`src/rtl/nibble_serial_cmp_accum_pkg.sv`:
```
// Shared types for the nibble-serial wide comparator accumulator.
// The verdict is a 3-bit one-hot {gt, lt, eq}; all zero only out of reset.
package cmp_pkg;

  typedef enum logic [1:0] {
    IDLE  = 2'd0,
    ACCUM = 2'd1,
    DONE  = 2'd2
  } state_t;

  localparam logic [2:0] GT   = 3'b100;
  localparam logic [2:0] LT   = 3'b010;
  localparam logic [2:0] EQ   = 3'b001;
  localparam logic [2:0] NONE = 3'b000;

  localparam int NIBBLES_DEFAULT = 4;

  // gt beats lt; a beat with neither flag leaves the verdict alone
  function automatic logic [2:0] decide(
    input logic gt,
    input logic lt
  );
    logic [2:0] v;
    v = EQ;
    if (gt) begin
      v = GT;
    end else if (lt) begin
      v = LT;
    end
    return v;
  endfunction

endpackage

```
`src/rtl/nibble_serial_cmp_accum_if.sv`:
```
// Handshake and flag bundle between the nibble source/result sink
// and the nibble-serial comparator accumulator.
interface nibble_serial_cmp_accum_if;

  logic start;
  logic nib_valid;
  logic nib_ready;
  logic cmp_gt;
  logic cmp_lt;
  logic cmp_eq;
  logic res_valid;
  logic res_ready;
  logic res_gt;
  logic res_lt;
  logic res_eq;
  logic busy;
  logic err;

  modport master (
    output start,
    output nib_valid,
    output cmp_gt,
    output cmp_lt,
    output cmp_eq,
    output res_ready,
    input  nib_ready,
    input  res_valid,
    input  res_gt,
    input  res_lt,
    input  res_eq,
    input  busy,
    input  err
  );

  modport slave (
    input  start,
    input  nib_valid,
    input  cmp_gt,
    input  cmp_lt,
    input  cmp_eq,
    input  res_ready,
    output nib_ready,
    output res_valid,
    output res_gt,
    output res_lt,
    output res_eq,
    output busy,
    output err
  );

endinterface

```
`src/rtl/nibble_serial_cmp_accum_onehot_chk.sv`:
```
// Combinational checker: flags an invalid comparator flag triple
// (anything other than exactly one of gt/lt/eq set).
module cmp_flag_onehot_chk (
  input  logic [2:0] flags,
  output logic       bad
);

  always_comb begin
    bad = 1'b1;
    unique case (flags)
      3'b100,
      3'b010,
      3'b001:  bad = 1'b0;
      default: bad = 1'b1;
    endcase
  end

endmodule

```
`src/rtl/nibble_serial_cmp_accum.sv`:
```
// Folds per-nibble comparator flags (MSB first) into a wide verdict.
// Define CMP_ONEHOT_CHECK_EN to build the sticky non-one-hot err flag.
module nibble_serial_cmp_accum
  import cmp_pkg::*;
#(
  parameter int NIBBLES = NIBBLES_DEFAULT,
  parameter int CNT_W   = 5
) (
  input  logic clk,
  input  logic rst,
  nibble_serial_cmp_accum_if.slave bus
);

  localparam logic [CNT_W-1:0] LAST = CNT_W'(NIBBLES - 1);

  state_t           state_q;
  state_t           state_d;
  logic [CNT_W-1:0] cnt_q;
  logic [CNT_W-1:0] cnt_d;
  logic             dec_q;
  logic             dec_d;
  logic [2:0]       verd_q;
  logic [2:0]       verd_d;
  logic             beat;
  logic [2:0]       beat_v;

  assign beat   = bus.nib_valid && (state_q == ACCUM);
  assign beat_v = decide(bus.cmp_gt, bus.cmp_lt);

  always_comb begin
    state_d = state_q;
    cnt_d   = cnt_q;
    dec_d   = dec_q;
    verd_d  = verd_q;
    unique case (state_q)
      IDLE: begin
        if (bus.start) begin
          state_d = ACCUM;
          cnt_d   = '0;
          dec_d   = 1'b0;
          verd_d  = EQ;
        end
      end
      ACCUM: begin
        if (beat) begin
          cnt_d = cnt_q + CNT_W'(1);
          if (!dec_q && (beat_v != EQ)) begin
            verd_d = beat_v;
            dec_d  = 1'b1;
          end
          if (cnt_q == LAST) begin
            state_d = DONE;
          end
        end
      end
      DONE: begin
        if (bus.res_ready) begin
          if (bus.start) begin
            state_d = ACCUM;
            cnt_d   = '0;
            dec_d   = 1'b0;
            verd_d  = EQ;
          end else begin
            state_d = IDLE;
          end
        end
      end
      default: begin
        state_d = IDLE;
      end
    endcase
  end

  always_ff @(posedge clk) begin
    if (rst) begin
      state_q <= IDLE;
      cnt_q   <= '0;
      dec_q   <= 1'b0;
      verd_q  <= NONE;
    end else begin
      state_q <= state_d;
      cnt_q   <= cnt_d;
      dec_q   <= dec_d;
      verd_q  <= verd_d;
    end
  end

  assign bus.nib_ready = (state_q == ACCUM);
  assign bus.res_valid = (state_q == DONE);
  assign bus.busy      = (state_q != IDLE);
  assign bus.res_gt    = verd_q[2];
  assign bus.res_lt    = verd_q[1];
  assign bus.res_eq    = verd_q[0];

`ifdef CMP_ONEHOT_CHECK_EN
  logic flag_bad;
  logic err_q;

  cmp_flag_onehot_chk u_chk (
    .flags ({bus.cmp_gt, bus.cmp_lt, bus.cmp_eq}),
    .bad   (flag_bad)
  );

  always_ff @(posedge clk) begin
    if (rst) begin
      err_q <= 1'b0;
    end else if (beat && flag_bad) begin
      err_q <= 1'b1;
    end
  end

  assign bus.err = err_q;
`else
  // eq only matters to the checker; the verdict treats it as "no change"
  logic unused_eq;
  assign unused_eq = bus.cmp_eq;
  assign bus.err   = 1'b0;
`endif

endmodule
```
`src/flat_wrapper.sv`:
```
// flat-port wrapper written by rule: the top's interface ports become plain ports
module nibble_serial_cmp_accum_flat import cmp_pkg::*;
#(
  parameter int NIBBLES = NIBBLES_DEFAULT,
  parameter int CNT_W   = 5
)
  (clk, rst, bus_start, bus_nib_valid, bus_cmp_gt, bus_cmp_lt, bus_cmp_eq, bus_res_ready, bus_nib_ready, bus_res_valid, bus_res_gt, bus_res_lt, bus_res_eq, bus_busy, bus_err);
  nibble_serial_cmp_accum_if bus_i ();
  input  logic clk;
  input  logic rst;
  input wire logic [$bits(bus_i.start)-1:0] bus_start;
  input wire logic [$bits(bus_i.nib_valid)-1:0] bus_nib_valid;
  input wire logic [$bits(bus_i.cmp_gt)-1:0] bus_cmp_gt;
  input wire logic [$bits(bus_i.cmp_lt)-1:0] bus_cmp_lt;
  input wire logic [$bits(bus_i.cmp_eq)-1:0] bus_cmp_eq;
  input wire logic [$bits(bus_i.res_ready)-1:0] bus_res_ready;
  output wire logic [$bits(bus_i.nib_ready)-1:0] bus_nib_ready;
  output wire logic [$bits(bus_i.res_valid)-1:0] bus_res_valid;
  output wire logic [$bits(bus_i.res_gt)-1:0] bus_res_gt;
  output wire logic [$bits(bus_i.res_lt)-1:0] bus_res_lt;
  output wire logic [$bits(bus_i.res_eq)-1:0] bus_res_eq;
  output wire logic [$bits(bus_i.busy)-1:0] bus_busy;
  output wire logic [$bits(bus_i.err)-1:0] bus_err;
  assign bus_i.start = bus_start;
  assign bus_i.nib_valid = bus_nib_valid;
  assign bus_i.cmp_gt = bus_cmp_gt;
  assign bus_i.cmp_lt = bus_cmp_lt;
  assign bus_i.cmp_eq = bus_cmp_eq;
  assign bus_i.res_ready = bus_res_ready;
  assign bus_nib_ready = bus_i.nib_ready;
  assign bus_res_valid = bus_i.res_valid;
  assign bus_res_gt = bus_i.res_gt;
  assign bus_res_lt = bus_i.res_lt;
  assign bus_res_eq = bus_i.res_eq;
  assign bus_busy = bus_i.busy;
  assign bus_err = bus_i.err;
  nibble_serial_cmp_accum #(.NIBBLES(NIBBLES), .CNT_W(CNT_W)) u_core (.clk(clk), .rst(rst), .bus(bus_i));
endmodule
```
`config.mk`:
```
export PLATFORM = sky130hd
export DESIGN_NAME = nibble_serial_cmp_accum_flat
export DESIGN_NICKNAME = d
export VERILOG_FILES = /design/src/rtl/nibble_serial_cmp_accum_pkg.sv /design/src/rtl/nibble_serial_cmp_accum_if.sv /design/src/rtl/nibble_serial_cmp_accum_onehot_chk.sv /design/src/rtl/nibble_serial_cmp_accum.sv /design/src/flat_wrapper.sv
export SDC_FILE = /design/constraint.sdc
export NUM_CORES = 1
export LEC_CHECK = 0
export CAP_MARGIN = 0
export CORE_MARGIN = 2
export CORE_UTILIZATION = 35
export CTS_CLUSTER_SIZE = 25
export DETAILED_ROUTE_END_ITERATION = 10
export PLACE_DENSITY = 0.71
export SKIP_LAST_GASP = 1
export SLEW_MARGIN = 40
export SYNTH_ARGS = -nofsm -noshare
export SYNTH_HDL_FRONTEND = slang
export SYNTH_SLANG_ARGS = --single-unit
export TNS_END_PERCENT = 5
```
`constraint.sdc`:
```
create_clock -name clk -period 2.3 [get_ports clk]
set_input_delay 0.46 -clock clk [delete_from_list [all_inputs] [get_ports clk]]
set_output_delay 0.46 -clock clk [all_outputs]
set_load 0.05 [all_outputs]
```
==> results.toml <==
[run_status]
status = "completed"

[clock_network]
numClockSinks = 11
ctsHtreeMaxLevel = 1
path_clk_slew_ps = 70
root_buffer = "clkbuf_4"
tritoncts = "done"
holdBufCountCts = 0
clock_latency_ps = 260
cts_max_path_buffers = 2
cts_made_buffers = 3

[drt]
viasPerCell = 5.030
dr_total_vias = 498
drc_errors = 0
wl_mm = 1.121
ant_nets = 0
wl_per_cell_um = 11.32
dr.pass1.iters = 4
dr.first_iter.drc_count = 14

[critical_path]
cp.buffers_inverters = 1
end_kind = "output port"
cpPeakStageDelay_ps = 790
start_kind = "flop"
crit_fanout = 11
path_class = "flop to output port"
cp_top_family = "buffers and inverters"
cp.required_ps = 1840
worstPathCellList = "and2b_1 > clkdlybuf4s50_1"
slowest_stage = "clkdlybuf4s50_1"
arrival_ps = 1770

[grt]
track_usage_pct = 13.94
antenna_found_initial = 0
grt_overflow = 0
first_global_vias = 487
grt_max_degree = 12
grt_pass1_wl_mm = 1.938

[cells_and_area]
area_delta_synth_final_pct = 24.57
nets = 93
finalNonFillerCells = 99
final_layout_size_suffix_gt1_share_pct = 6.024
utilization_pct = 47.45
diodes = 0
ff_latch_area_um2 = 220.2
multi_input_area_um2 = 322.8
nFillCells = 149

[logic_synthesis]
synth_seq_area_share_pct = 37.93
synthMuxAreaShare_pct = 3.448
ys_ff_latch = 11
synth_top_area_share_pct = 37.93
synth_xor_area_share_pct = 0
ys_types = 30
synth_nets = 80
synth_area_um2 = 580.6
ys.flop_type = "dfxtp_1"
netlist_instances = 71
synth_area_per_cell_um2 = 8.177
synth_compound_area_share_pct = 22.63
synth_area_leaders = "dfxtp_1 38%, nor2_1 4.5%, a21oi_1 3.4%"
synth_top_cell_by_area = "dfxtp_1"
synth_top_family_by_area = "simple AND/OR/NAND/NOR gates"
synthArstFlopShare_pct = 0
synthSimpleGateAreaFrac_pct = 26.72
synth_common_cells = "11 x dfxtp_1, 7 x nor2_1, 5 x nand2_1"
yosysMostFrequentCell = "dfxtp_1"
synthAdderAreaFrac_pct = 2.155
synth-warning-count = 0
synth_enable_flop_cells = 0

[power_and_ir_drop]
cellLeakagePower_uw = 0.0002886
power.density_mw_per_mm2 = 564.6
peakVddDrop_mv = 0.3807

[timing]
max_freq_ghz = 0.4480
relSlewSlack_pct = 66.72
slew_violations = 0
fin_ws_ps = 68.07
whs_ps = 476.3
fin_crit_sh_pct = 97.04
setup_viol = 0
worst_pin_slew_ps = 498.5
skew_ps = 4.663
final.min_clock_period_ps = 2232
rsz0062_at_grt = "true"
hold_viol_final = 0

[placed_design]
place_hpwl_um = 843.4
dp.cells = 95
gp_congestion = 0.7313
dp_slack_ps = 362.7
numPortBuffers = 12

[floorplan]
core_mm2 = 0.001524
die_w_um = 44.73
die-area_mm2 = 0.002000
ioPinCount = 15
initial_core_util_pct = 38.10
die_y_um = 44.73
rows = 14

[hold_path]
hold_class = "flop to flop"

[job]
max-cap-violations = 0
[layout make-up]
| class | instances | share of cell area [%] |
|---|---|---|
| clock buffers | 4 | 3.633 |
| inverters | 3 | 1.557 |
| multi-input cells | 53 | 44.64 |
| flip-flops and latches | 11 | 30.45 |
| well taps | 16 | 2.768 |
| repair buffers | 12 | 16.96 |
[repair_timing]
action | 4_1_cts | 5_1_grt
endpoints found under the setup margin | 0 | 3
resized for setup | 0 | 1
setup buffers | 0 | 0
[per-layer routing]
metal  part of all wire, %  global-route usage [%]
met1                    49                   15.38
met2                    45                   21.74
met3                   4.6                   6.000
met4                   1.5                   9.091
met5                     0                       0
[tightest hold or removal path, stage by stage, from the launching register on]
cell	delay [ps]
dfxtp_1	310
nand2_1	50
o21ai_0	70
[cells in the final DEF (no fill, tap or decap), types with 2 or more instances in the layout]
| cell type | n |
|---|---|
| clkdlybuf4s50_1 | 11 |
| nand2b_1 | 3 |
| nor2_1 | 7 |
| nand2_1 | 5 |
| and2b_1 | 2 |
| inv_1 | 3 |
| o21ai_0 | 4 |
| clkbuf_4 | 3 |
| nand3_1 | 4 |
| dfxtp_1 | 11 |
| or3_1 | 2 |
| a21oi_1 | 4 |
| mux2i_1 | 2 |
| nor3_1 | 3 |
| o211ai_1 | 2 |
| a21boi_1 | 2 |
[cells by family after synthesis]
family	count (synthesis)
muxes	2
adders and majority gates	1
other	1
and+or+nand+nor	30
AOI/OAI and AO/OA	19
buffers and inverters	7
DFF	11
[registers in the layout, indices dropped and copies added, names as in the netlist]
register	count
u_core.verd_q	3
u_core.cnt_q	5
u_core.state_q	2
u_core.dec_q	1
[power breakdown]
group | switching (uW) | internal [uW]
Sequential | 6.12 | 196
Combinational | 46.0 | 31.9
Clock | 60.9 | 67.1
[through the flow]
step | instance area, um^2 | total power, uW | TNS, ps
2_1_floorplan | 580.6 | 260.8 | 0
3_3_place_gp | 694.4 | 284.0 | 0
3_5_place_dp | 694.4 | 285.4 | 0
4_1_cts | 720.7 | 417.1 | 0
5_1_grt | 723.2 | 436.3 | -5.763
6_report | 723.2 | 408.3 | 0
[path summary, 6_finish.rpt]
| check | startpoint | to | slack, ps | cells past startpoint |
|---|---|---|---|---|
| setup reg to reg | u_core.state_q[0] | u_core.cnt_q[3] | 860 | 4 |
| setup / recovery | u_core.state_q[1] | bus_res_valid | 70 | 2 |
| hold / removal | u_core.verd_q[2] | u_core.verd_q[2] | 480 | 2 |
| hold reg to reg | u_core.verd_q[2] | u_core.verd_q[2] | 480 | 2 |
Note: power is estimated with default switching activity, not from simulation.
